`config.mk`:
```
export PLATFORM = sky130hd
export DESIGN_NAME = checksum_accumulator
export DESIGN_NICKNAME = d
export VERILOG_FILES = /design/src/rtl/sine_checksum_pkg.sv /design/src/rtl/sine_checksum_checker_accumulator.sv
export SDC_FILE = /design/constraint.sdc
export NUM_CORES = 1
export LEC_CHECK = 0
export CAP_MARGIN = 20
export CORE_MARGIN = 1.5
export CORE_UTILIZATION = 52
export CTS_BUF_LIST = sky130_fd_sc_hd__clkbuf_4
export CTS_CLUSTER_DIAMETER = 80
export CTS_CLUSTER_SIZE = 16
export DETAILED_ROUTE_END_ITERATION = 16
export PLACE_DENSITY = 0.88
export SYNTH_ARGS = -nofsm -noshare
export SYNTH_HDL_FRONTEND = slang
export SYNTH_SLANG_ARGS = --single-unit
```
`constraint.sdc`:
```
create_clock -name clk -period 3.74 [get_ports clk]
set_input_delay 0.748 -clock clk [delete_from_list [all_inputs] [get_ports clk]]
set_output_delay 0.748 -clock clk [all_outputs]
set_load 0.02 [all_outputs]
```
`src/rtl/sine_checksum_pkg.sv`:
```
// Shared types and defaults for the sine CORDIC checksum checker.
package sine_checksum_pkg;

  typedef enum logic [1:0] {
    IDLE  = 2'd0,
    RUN   = 2'd1,
    CHECK = 2'd2,
    DONE  = 2'd3
  } state_t;

  localparam int DEF_N_SAMPLES      = 10;
  localparam int DEF_DATA_W         = 32;
  localparam int DEF_SUM_W          = 32;
  localparam int DEF_TIMEOUT_CYCLES = 1024;

  function automatic int count_width(input int n);
    return $clog2(n + 1);
  endfunction

endpackage

```
`src/rtl/sine_checksum_checker_accumulator.sv`:
```
// Modular sum register and beat counter for one checksum run.
module checksum_accumulator
  import sine_checksum_pkg::*;
#(
  parameter int DATA_W    = DEF_DATA_W,
  parameter int SUM_W     = DEF_SUM_W,
  parameter int N_SAMPLES = DEF_N_SAMPLES,
  parameter int CNT_W     = count_width(DEF_N_SAMPLES)
) (
  input  logic              clk,
  input  logic              rst_n,
  input  logic              clear,
  input  logic              enable,
  input  logic [DATA_W-1:0] data,
  output logic [SUM_W-1:0]  sum,
  output logic [CNT_W-1:0]  count,
  output logic              last
);

  localparam logic [CNT_W-1:0] LAST_CNT = CNT_W'(N_SAMPLES - 1);

  logic [SUM_W-1:0] data_ext;

  generate
    if (DATA_W >= SUM_W) begin : g_trunc
      assign data_ext = data[SUM_W-1:0];
    end else begin : g_zext
      assign data_ext = {{(SUM_W-DATA_W){1'b0}}, data};
    end
  endgenerate

  // The beat that reaches N_SAMPLES is flagged combinationally so the FSM leaves RUN on that edge.
  assign last = enable && (count == LAST_CNT);

  always_ff @(posedge clk) begin
    if (!rst_n || clear) begin
      sum   <= '0;
      count <= '0;
    end else if (enable) begin
      sum   <= sum + data_ext;
      count <= count + 1'b1;
    end
  end

endmodule

```
==> results.txt, run 1 <==
The footprint of the multi-input gates came out at between 2000 and 2500 um^2. Setup repair after global routing left no endpoint under its margin. The post-CTS setup-driven buffer insertion count is 0.

The total wirelength of the detailed-routed design came out at approximately 7300 um. The standard cell area after detailed placement is between 3000 and 4000 um^2. The combined area of all synthesized cells came out at a little under 3000 um^2. The detail route stage leaves a number of antenna-violating nets equal to 0. The number of rows in the core area is 27. Counting distinct cell types in the post-synthesis netlist gives 56.

The worst setup path is of the in2reg kind. Subtracting the final worst setup slack from the clock period gives 3.334 ns. The fraction of final layout cells with drive strength greater than 1 came out at approximately 4.5%. The core footprint came out at roughly 5500 um^2.

Traced cell by cell, the critical path runs through clkdlybuf4s50_1, ha_1, fa_1, a21oi_1, o211ai_1, a22oi_1, a21oi_1, a21oi_1, o21ai_0, a211o_1, o211ai_1. TritonCTS built the clock tree. The static power due to leakage came out at ~1.6 nW.

Headroom to the max-slew limit came out at 58.60%. The initial antenna violation count came out at 0. The number of DRC markers in iteration 0 is 161.

The biggest fanout along the worst timing path is 4. Gates resized during post-CTS repair numbered 0. The root buffer cell chosen for the clock tree is sky130_fd_sc_hd__clkbuf_4. The register bit total from synthesis is 36. The final total power came out at ~0.00097 W. The number of global-route vias before repair came out at ~2700. The synthesis-to-finish area growth is 26.31%.

The fraction of registers with async set/reset came out at 0%. Global routing used ~24% of the available tracks. The data required time of the worst path came out at about 4 ns.

The worst hold path belongs to the class reg2reg. The average via count per standard cell came out at 5.779. The number of detailed-routing iterations run before antenna repair is 4. The final layout net count is a little under 500. The remaining global-route overflow is 0. The largest voltage drop on the vdd net is about 0.00017 V. The arrival time at the worst endpoint is roughly 3.6 ns. The setup slack on the worst flop-to-flop path is around 0.89 ns. The worst path buffer plus inverter count came out at 1. The hold violation count in the final report is 0.

The die outline height is 78.42 um. Synthesis produced 359 cells. The dominant cell type by count on the critical path is sky130_fd_sc_hd__a21oi_1. The global placement routability congestion is 0.9579.

The detail-routed net length per standard cell is ~15 um. In this run the tool buffered the top-level ports with 72 buffer cells. In this design, the stage delay of the slowest critical-path cell is around 0.41 ns. The number of endpoints failing setup at the final stage is 0. The dominant register cell in the synthesized netlist is sky130_fd_sc_hd__dfxtp_1. The wire length of the first global-routing pass came out at about 12000 um. The via total after detailed routing is 2872. Yosys mapped a number of flops with a built-in enable equal to 0. For this run, design rule violations remaining after detail routing come to 0. STA classifies the critical path endpoint as a register.

The actual transition at the worst max-transition pin is 0.6210 ns. The number of levels the H-tree was split into came out at 2. The starting density of the core came out at a little over half. The sequential cell area in the final layout came out at around 720 um^2. The mean cell area of the mapped netlist is 8.239 um^2. The portion of the post-synthesis area used by sequential elements is 24.37%. The die outline width is around 80 um. The flow ran to the end, and the final reports show no timing, DRC or antenna violations. When the netlist entered floorplanning its net count stood at 429.

The power density relative to cell area is about 260 nW/um^2. The achievable clock frequency is around 0.3 GHz. The final sum of negative setup slack came out at 0 ns. After filler insertion, the fill cell instance count of the layout stands at around 460.

The total die area is between 6000 and 7000 um^2. The kind of cell with the highest combined delay along the critical path is compound AO/OA/AOI/OAI gates. The top-level I/O count came out at between 70 and 80. The Yosys step of the flow raised 0 warnings. The estimated wirelength of the detail-placed design came out at roughly 5500 um. For this design, the slowest cell found on the critical path is sky130_fd_sc_hd__clkdlybuf4s50_1.

The kind of launch point of the worst setup path is an input pin. For the final database, setup skew stands at 0.01488 ns. The final cell utilization of the core is between 60% and 70%. The number of maximum-capacitance constraint violations came out at 0. The number of antenna repair diodes is 0. The final number of max-transition violations is 0. After clock tree synthesis, the clock-pin slew on the worst setup and hold paths is 0.11 ns. The total non-filler cell area in the finished layout is roughly 3700 um^2. The clock sink count is 36. The maximum number of pins on one net before global-route repair came out at between 50 and 60. OpenSTA, run right after detailed placement, puts the worst setup slack at roughly 0.12 ns. The number of buffers between clock root and the deepest sink came out at 2.

TritonCTS created 5 clock buffers. The setup slack of the critical path after layout is around 0.4 ns. The insertion delay to the later sink of the worst-skew pair came out at roughly 0.36 ns.

The post-route fraction of the period consumed by the critical path is ~89%. The count of hold-fix buffers inserted at cts came out at 0.
## per-layer routing
metal  share of wire [%]  GRT usage (%)
met1                  46          30.61
met3                 4.8          3.953
met5                   0              0
met2                  47          42.43
met4                 1.6          8.214
## worst reg2reg max path: stages (launching register included)
cell and delay, ns:
sky130_fd_sc_hd__dfxtp_1 0.34, sky130_fd_sc_hd__ha_1 0.22, sky130_fd_sc_hd__fa_1 0.41, sky130_fd_sc_hd__a21oi_1 0.21
sky130_fd_sc_hd__o211ai_1 0.22, sky130_fd_sc_hd__a22oi_1 0.25, sky130_fd_sc_hd__a21oi_1 0.15, sky130_fd_sc_hd__a21oi_1 0.36
sky130_fd_sc_hd__o21ai_0 0.21, sky130_fd_sc_hd__a211o_1 0.33, sky130_fd_sc_hd__o211ai_1 0.08
## final cells by class
cell class / instances / area share (%)
flip-flops and latches: 36 / 19.29
clock inverters: 2 / 0.2009
clock buffers: 5 / 1.005
well taps: 72 / 2.411
multi-input cells: 293 / 55.93
inverters: 14 / 1.407
repair buffers: 75 / 19.76
## worst paths after layout
path,startpoint,to,depth (start not counted)
min,sum[31]$_SDFFE_PP0P_,sum[31]$_SDFFE_PP0P_,2
max,data[0],sum[28]$_SDFFE_PP0P_,11
max reg2reg,sum[0]$_SDFFE_PP0P_,sum[28]$_SDFFE_PP0P_,10
min reg2reg,sum[31]$_SDFFE_PP0P_,sum[31]$_SDFFE_PP0P_,2
## sequential cells by signal (all words and copies together), names as in the netlist
name / cells
sum: 32
count: 4
## synthesized netlist by cell type (3+ instances only)
cell | instances | area (um^2)
sky130_fd_sc_hd__a21oi_1 | 36 | 180.2
sky130_fd_sc_hd__dfxtp_1 | 36 | 720.7
sky130_fd_sc_hd__ha_1 | 33 | 412.9
sky130_fd_sc_hd__nor2_1 | 32 | 120.1
sky130_fd_sc_hd__nand2_1 | 25 | 93.84
sky130_fd_sc_hd__mux2i_1 | 18 | 180.2
sky130_fd_sc_hd__o21ai_0 | 17 | 85.08
sky130_fd_sc_hd__inv_1 | 14 | 52.55
sky130_fd_sc_hd__nand3_1 | 14 | 70.07
sky130_fd_sc_hd__xnor2_1 | 14 | 122.6
sky130_fd_sc_hd__xor2_1 | 11 | 96.34
sky130_fd_sc_hd__clkbuf_1 | 9 | 33.78
sky130_fd_sc_hd__a21o_1 | 8 | 60.06
sky130_fd_sc_hd__nand3b_1 | 8 | 60.06
sky130_fd_sc_hd__nand2b_1 | 7 | 43.79
sky130_fd_sc_hd__a211oi_1 | 6 | 45.04
sky130_fd_sc_hd__nor2b_1 | 5 | 31.28
sky130_fd_sc_hd__o211ai_1 | 5 | 37.54
sky130_fd_sc_hd__a211o_1 | 4 | 35.03
sky130_fd_sc_hd__nand4_1 | 4 | 25.02
sky130_fd_sc_hd__o21a_1 | 4 | 30.03
sky130_fd_sc_hd__a31oi_1 | 3 | 18.77
sky130_fd_sc_hd__o21ai_1 | 3 | 15.01
sky130_fd_sc_hd__o21bai_1 | 3 | 22.52
## logic make-up (layout without fill, tap and decap cells)
group                    count (synthesis)  count (layout)  synth area share [%]
adder cells (fa/ha/maj)                 34              34                 14.64
buffers and inverters                   30              96                 4.991
AND/OR/NAND/NOR                        108             108                 18.44
AO/OA/AOI/OAI                          108             108                 24.07
multiplexers                            18              18                 6.091
flip-flops                              36              36                 24.37
XOR/XNOR                                25              25                 7.403
## power breakdown
group	internal (W)	switching, W
clock	0.0000657	0.000138
combinational	0.000166	0.000183
sequential	0.000401	0.0000148
## layout by cell type, fill, tap and decap left out, drive strengths merged, types with 3 or more instances in the layout
cell type / n
a31oi: 4
buf: 4
ha: 33
dfxtp: 36
o21a: 4
a21o: 10
a211oi: 6
inv: 14
o211ai: 5
clkdlybuf4s50: 71
nor2b: 5
nand2b: 7
and3: 3
clkbuf: 5
mux2i: 18
nand3b: 8
o21bai: 3
nor2: 32
nand4: 5
a211o: 4
xor2: 11
nand3: 14
nand2: 25
a21oi: 38
o21ai: 20
xnor2: 14
## stage by stage
step / cells / hold slack [ns]
global route: 497 / 0.5173
detailed placement: 490 / 0.4800
finish: 497 / 0.4954
global placement: 490 / 0.4575
floorplan: 359 / 0.5405
CTS: 497 / 0.4953
Power figures use the tool's default switching activity.
==> inputs of run 2 (changes only) <==
Settings changed: RECOVER_POWER set to 50, SKIP_CTS_REPAIR_TIMING set to 1.
==> run 2 against run 1 <==
Net effect:
- clock skew fell by 0.00070 ns
- critical path depth did not move
- sequential share of layout area barely moved
- maximum frequency rose by 0.44%
- non-clock buffer count did not move
- cell count did not move
- sequential power barely moved
- total power fell by 0.49%
- flip-flop and latch count did not move
- critical endpoint unchanged
- largest power group unchanged
- highest routed layer unchanged
==> results.txt, run 2 (synthesized netlist as in run 1, its figures left out) <==
The setup slack of the critical path after layout is 0.4208 ns (was 0.4061 ns). The category of the critical setup timing path is in2reg (unchanged). The switching power came to 0.0003367 W (was 0.0003361 W). The total of buffers placed on input and output ports came out at 72 (unchanged). The final number of max-transition violations is 0 (unchanged). Largest registers ranked by flip-flop count: sum x32, count x4 (unchanged).

The number of cells on the worst hold path came to 2 (unchanged). The type of the most critical hold path is reg2reg (unchanged). The synthesis-to-finish area growth is 26.18% (was 26.31%). The wire length of the first global-routing pass is 12170 um (unchanged). The minimum period implied by the final worst setup slack is 3.319 ns (was 3.334 ns). The largest voltage drop on the vdd net is 0.0001659 V (was 0.0001673 V). The hold violation count in the final report is 0 (unchanged). The worst stage delay on the critical path is 0.41 ns (about the same). The global placement routability congestion came to 0.9579 (unchanged). The master cell of the clock root buffer is sky130_fd_sc_hd__clkbuf_4 (unchanged). The biggest fanout along the worst timing path came out at 4 (unchanged). The hold-critical path endpoint is sum[31]$_SDFFE_PP0P_ (unchanged). The clock share of power is 21.3% (was 21.1%). The switching share of power is 34.95% (was 34.72%).

The die outline height was 78.42 um (unchanged). The dominant cell type by count on the critical path was sky130_fd_sc_hd__a21oi_1 (unchanged). The most common cell after layout, fill and taps aside is sky130_fd_sc_hd__clkdlybuf4s50_1 (unchanged). The kind of launch point of the worst setup path was an input pin (unchanged). The starting density of the core is 53.72% (unchanged). The maximum number of pins on one net before global-route repair came out at 53 (unchanged). The detail-routed net length per standard cell came out at 14.61 um (was 14.67 um). Commonest cells after routing, fill and taps aside: sky130_fd_sc_hd__clkdlybuf4s50_1 (42), sky130_fd_sc_hd__a21oi_1 (36), sky130_fd_sc_hd__dfxtp_1 (36) (was sky130_fd_sc_hd__clkdlybuf4s50_1 (71), sky130_fd_sc_hd__a21oi_1 (36), sky130_fd_sc_hd__dfxtp_1 (36)).

The detailed-route DRC error count came to 0 (unchanged). The number of levels the H-tree was split into is 2 (unchanged). The final total power came out at 0.0009634 W (was 0.0009681 W). The largest clock skew in the final design came out at 0.01419 ns (was 0.01488 ns). The data required time of the worst path came out at 4.02 ns (about the same).

The sequential cell area in the final layout is 720.7 um^2 (unchanged). RSZ-0062 raised after global routing: no (unchanged). The all-layer global routing usage is 24.44% (unchanged).

The fraction of final layout cells with drive strength greater than 1 is 4.235% (was 4.471%). The start of the worst register-to-register path is sum[0]$_SDFFE_PP0P_ (unchanged). The insertion delay to the later sink of the worst-skew pair came out at 0.36 ns (about the same). The die outline width came out at 78.42 um (unchanged). The clock tree from TritonCTS is built (unchanged). The capturing point of the worst reg2reg path was sum[28]$_SDFFE_PP0P_ (unchanged). The worst path buffer plus inverter count is 1 (unchanged). The clock sink count came out at 36 (unchanged). The achievable clock frequency came out at 0.3013 GHz (was 0.2999 GHz). The critical path's slowest cell is sky130_fd_sc_hd__clkdlybuf4s50_1 (unchanged).

The internal power contribution is 0.0006267 W (was 0.0006320 W). The number of detailed-routing iterations run before antenna repair is 4 (unchanged). Run status: finished, final reports clean (unchanged). The pre-CTS setup slack was 0.1248 ns (unchanged). The number of flip-flops in the largest register is 32 (unchanged). The remaining number of nets flagged by the antenna check after routing came out at 0 (unchanged).

The kind of cell with the highest combined delay on the critical path is compound AO/OA/AOI/OAI gates (unchanged). The number of DRC markers in iteration 0 is 160 (was 161). The CTS buffer count is 5 (unchanged).

The power density relative to cell area is 258.1 nW/um^2 (was 259.1 nW/um^2). The final sum of negative setup slack was 0 ns (unchanged). The arrival time at the worst endpoint is 3.60 ns (was 3.62 ns).

The post-route fraction of the period consumed by the critical path came out at 88.75% (was 89.14%). The actual transition at the worst max-transition pin is 1.291 ns (was 0.6210 ns). The number of buffers between clock root and the deepest sink is 2 (unchanged). The setup slack on the worst flop-to-flop path is 0.89 ns (about the same). The clock-pin transition on the worst setup and hold timing paths is 0.11 ns (about the same). The relative slew slack is 13.95% (was 58.60%). The total wirelength of the detailed-routed design came out at 7259 um (was 7289 um). The footprint of the multi-input gates came out at 2090 um^2 (unchanged).

The number of rows in the core area came out at 27 (unchanged). The top-level I/O count came out at 73 (unchanged). The static power due to leakage is 1.694 nW (was 1.610 nW).

The source of the worst hold timing path is sum[31]$_SDFFE_PP0P_ (unchanged). The final layout net count came out at 495 (unchanged). The depth of the critical timing path with buffers and inverters included came out at 11 (unchanged). The core footprint is 5507 um^2 (unchanged). The number of antenna repair diodes is 0 (unchanged). The via total after detailed routing is 2876 (was 2872). The combinational power share is 35.6% (was 36.0%). The remaining global-route overflow is 0 (unchanged). The estimated wirelength of the detail-placed design came to 5523 um (unchanged).

Cells along the critical path: clkdlybuf4s50_1, ha_1, fa_1, a21oi_1, o211ai_1, a22oi_1, a21oi_1, a21oi_1, o21ai_0, a211o_1, o211ai_1 (unchanged). The register with the most flip-flops was sum (unchanged). The logic depth of the worst register-to-register path came out at 10 (unchanged). The initial antenna violation count is 0 (unchanged). The number of inserted filler cells in the final layout is 460 (was 459). The average via count per standard cell is 5.787 (was 5.779). The register share of total power is 43.1% (was 42.9%). The total die area came out at 6150 um^2 (unchanged). The number of endpoints failing setup at the final stage came out at 0 (unchanged). The kind of end point of the critical path was a register (unchanged). The number of global-route vias before repair is 2680 (unchanged). The post-route worst hold slack came to 0.4931 ns (was 0.4954 ns). The number of maximum-capacitance constraint violations is 0 (unchanged).
## run 2: cell types whose count changed in the layout (fill, tap and decap cells not counted), sizes merged
| cell | change |
|---|---|
| buf | -1 |
| clkbuf | +1 |
| clkdlybuf4s50 | -29 |
| dlygate4sd3 | +29 |
## run 2: worst max-delay path by stage
stage	start	to	slack [ns]
finish	data[0]	sum[28]$_SDFFE_PP0P_	0.42
floorplan	data[18]	sum[31]$_SDFFE_PP0P_	0.88
global placement	data[0]	sum[28]$_SDFFE_PP0P_	0.25
global route	data[0]	sum[28]$_SDFFE_PP0P_	0.26
detailed placement	data[0]	sum[28]$_SDFFE_PP0P_	0.12
CTS	data[0]	sum[28]$_SDFFE_PP0P_	0.50
## run 2: cell type report
cell class                 instances  share of cell area (%)
tap                               72                   2.414
clock buffer                       5                   1.006
multi-input combinational        293                   55.98
timing repair buffer              75                   19.68
clock inverter                     2                  0.2011
sequential                        36                   19.31
inverter                          14                   1.408
## run 2: worst reg2reg max path, delay by kind of cell (launching register included)
family	cells	cell delay (ns)
AOI/OAI and AO/OA	8	1.80
adders and majority gates	2	0.63
DFF	1	0.34
## run 2: layer usage
metal	routed length (um)	vias to the layer above	part of all wire, %	global-route usage [%]
li1	-	1450	-	-
met1	3276	1325	45	30.61
met2	3449	90	48	42.43
met3	419	11	5.8	3.953
met4	113	0	1.6	8.214
met5	0	-	0	0
## run 2: per-stage QoR
step	utilization, %	instance area, um^2	instances
CTS	67.85	3736	497
floorplan	-	2958	359
global placement	67.03	3691	490
detailed placement	67.03	3691	490
finish	67.78	3732	497
global route	67.78	3732	497
## run 2: power by group through the flow
| stage | Clock [W] | Sequential (W) | Combinational, W |
|---|---|---|---|
| finish | 0.000205 | 0.000415 | 0.000343 |
| global route | 0.000224 | 0.000418 | 0.000376 |
| CTS | 0.000210 | 0.000416 | 0.000348 |
| detailed placement | 0 | 0.000424 | 0.000345 |
| global placement | 0 | 0.000423 | 0.000337 |
| floorplan | 0 | 0.000443 | 0.000215 |
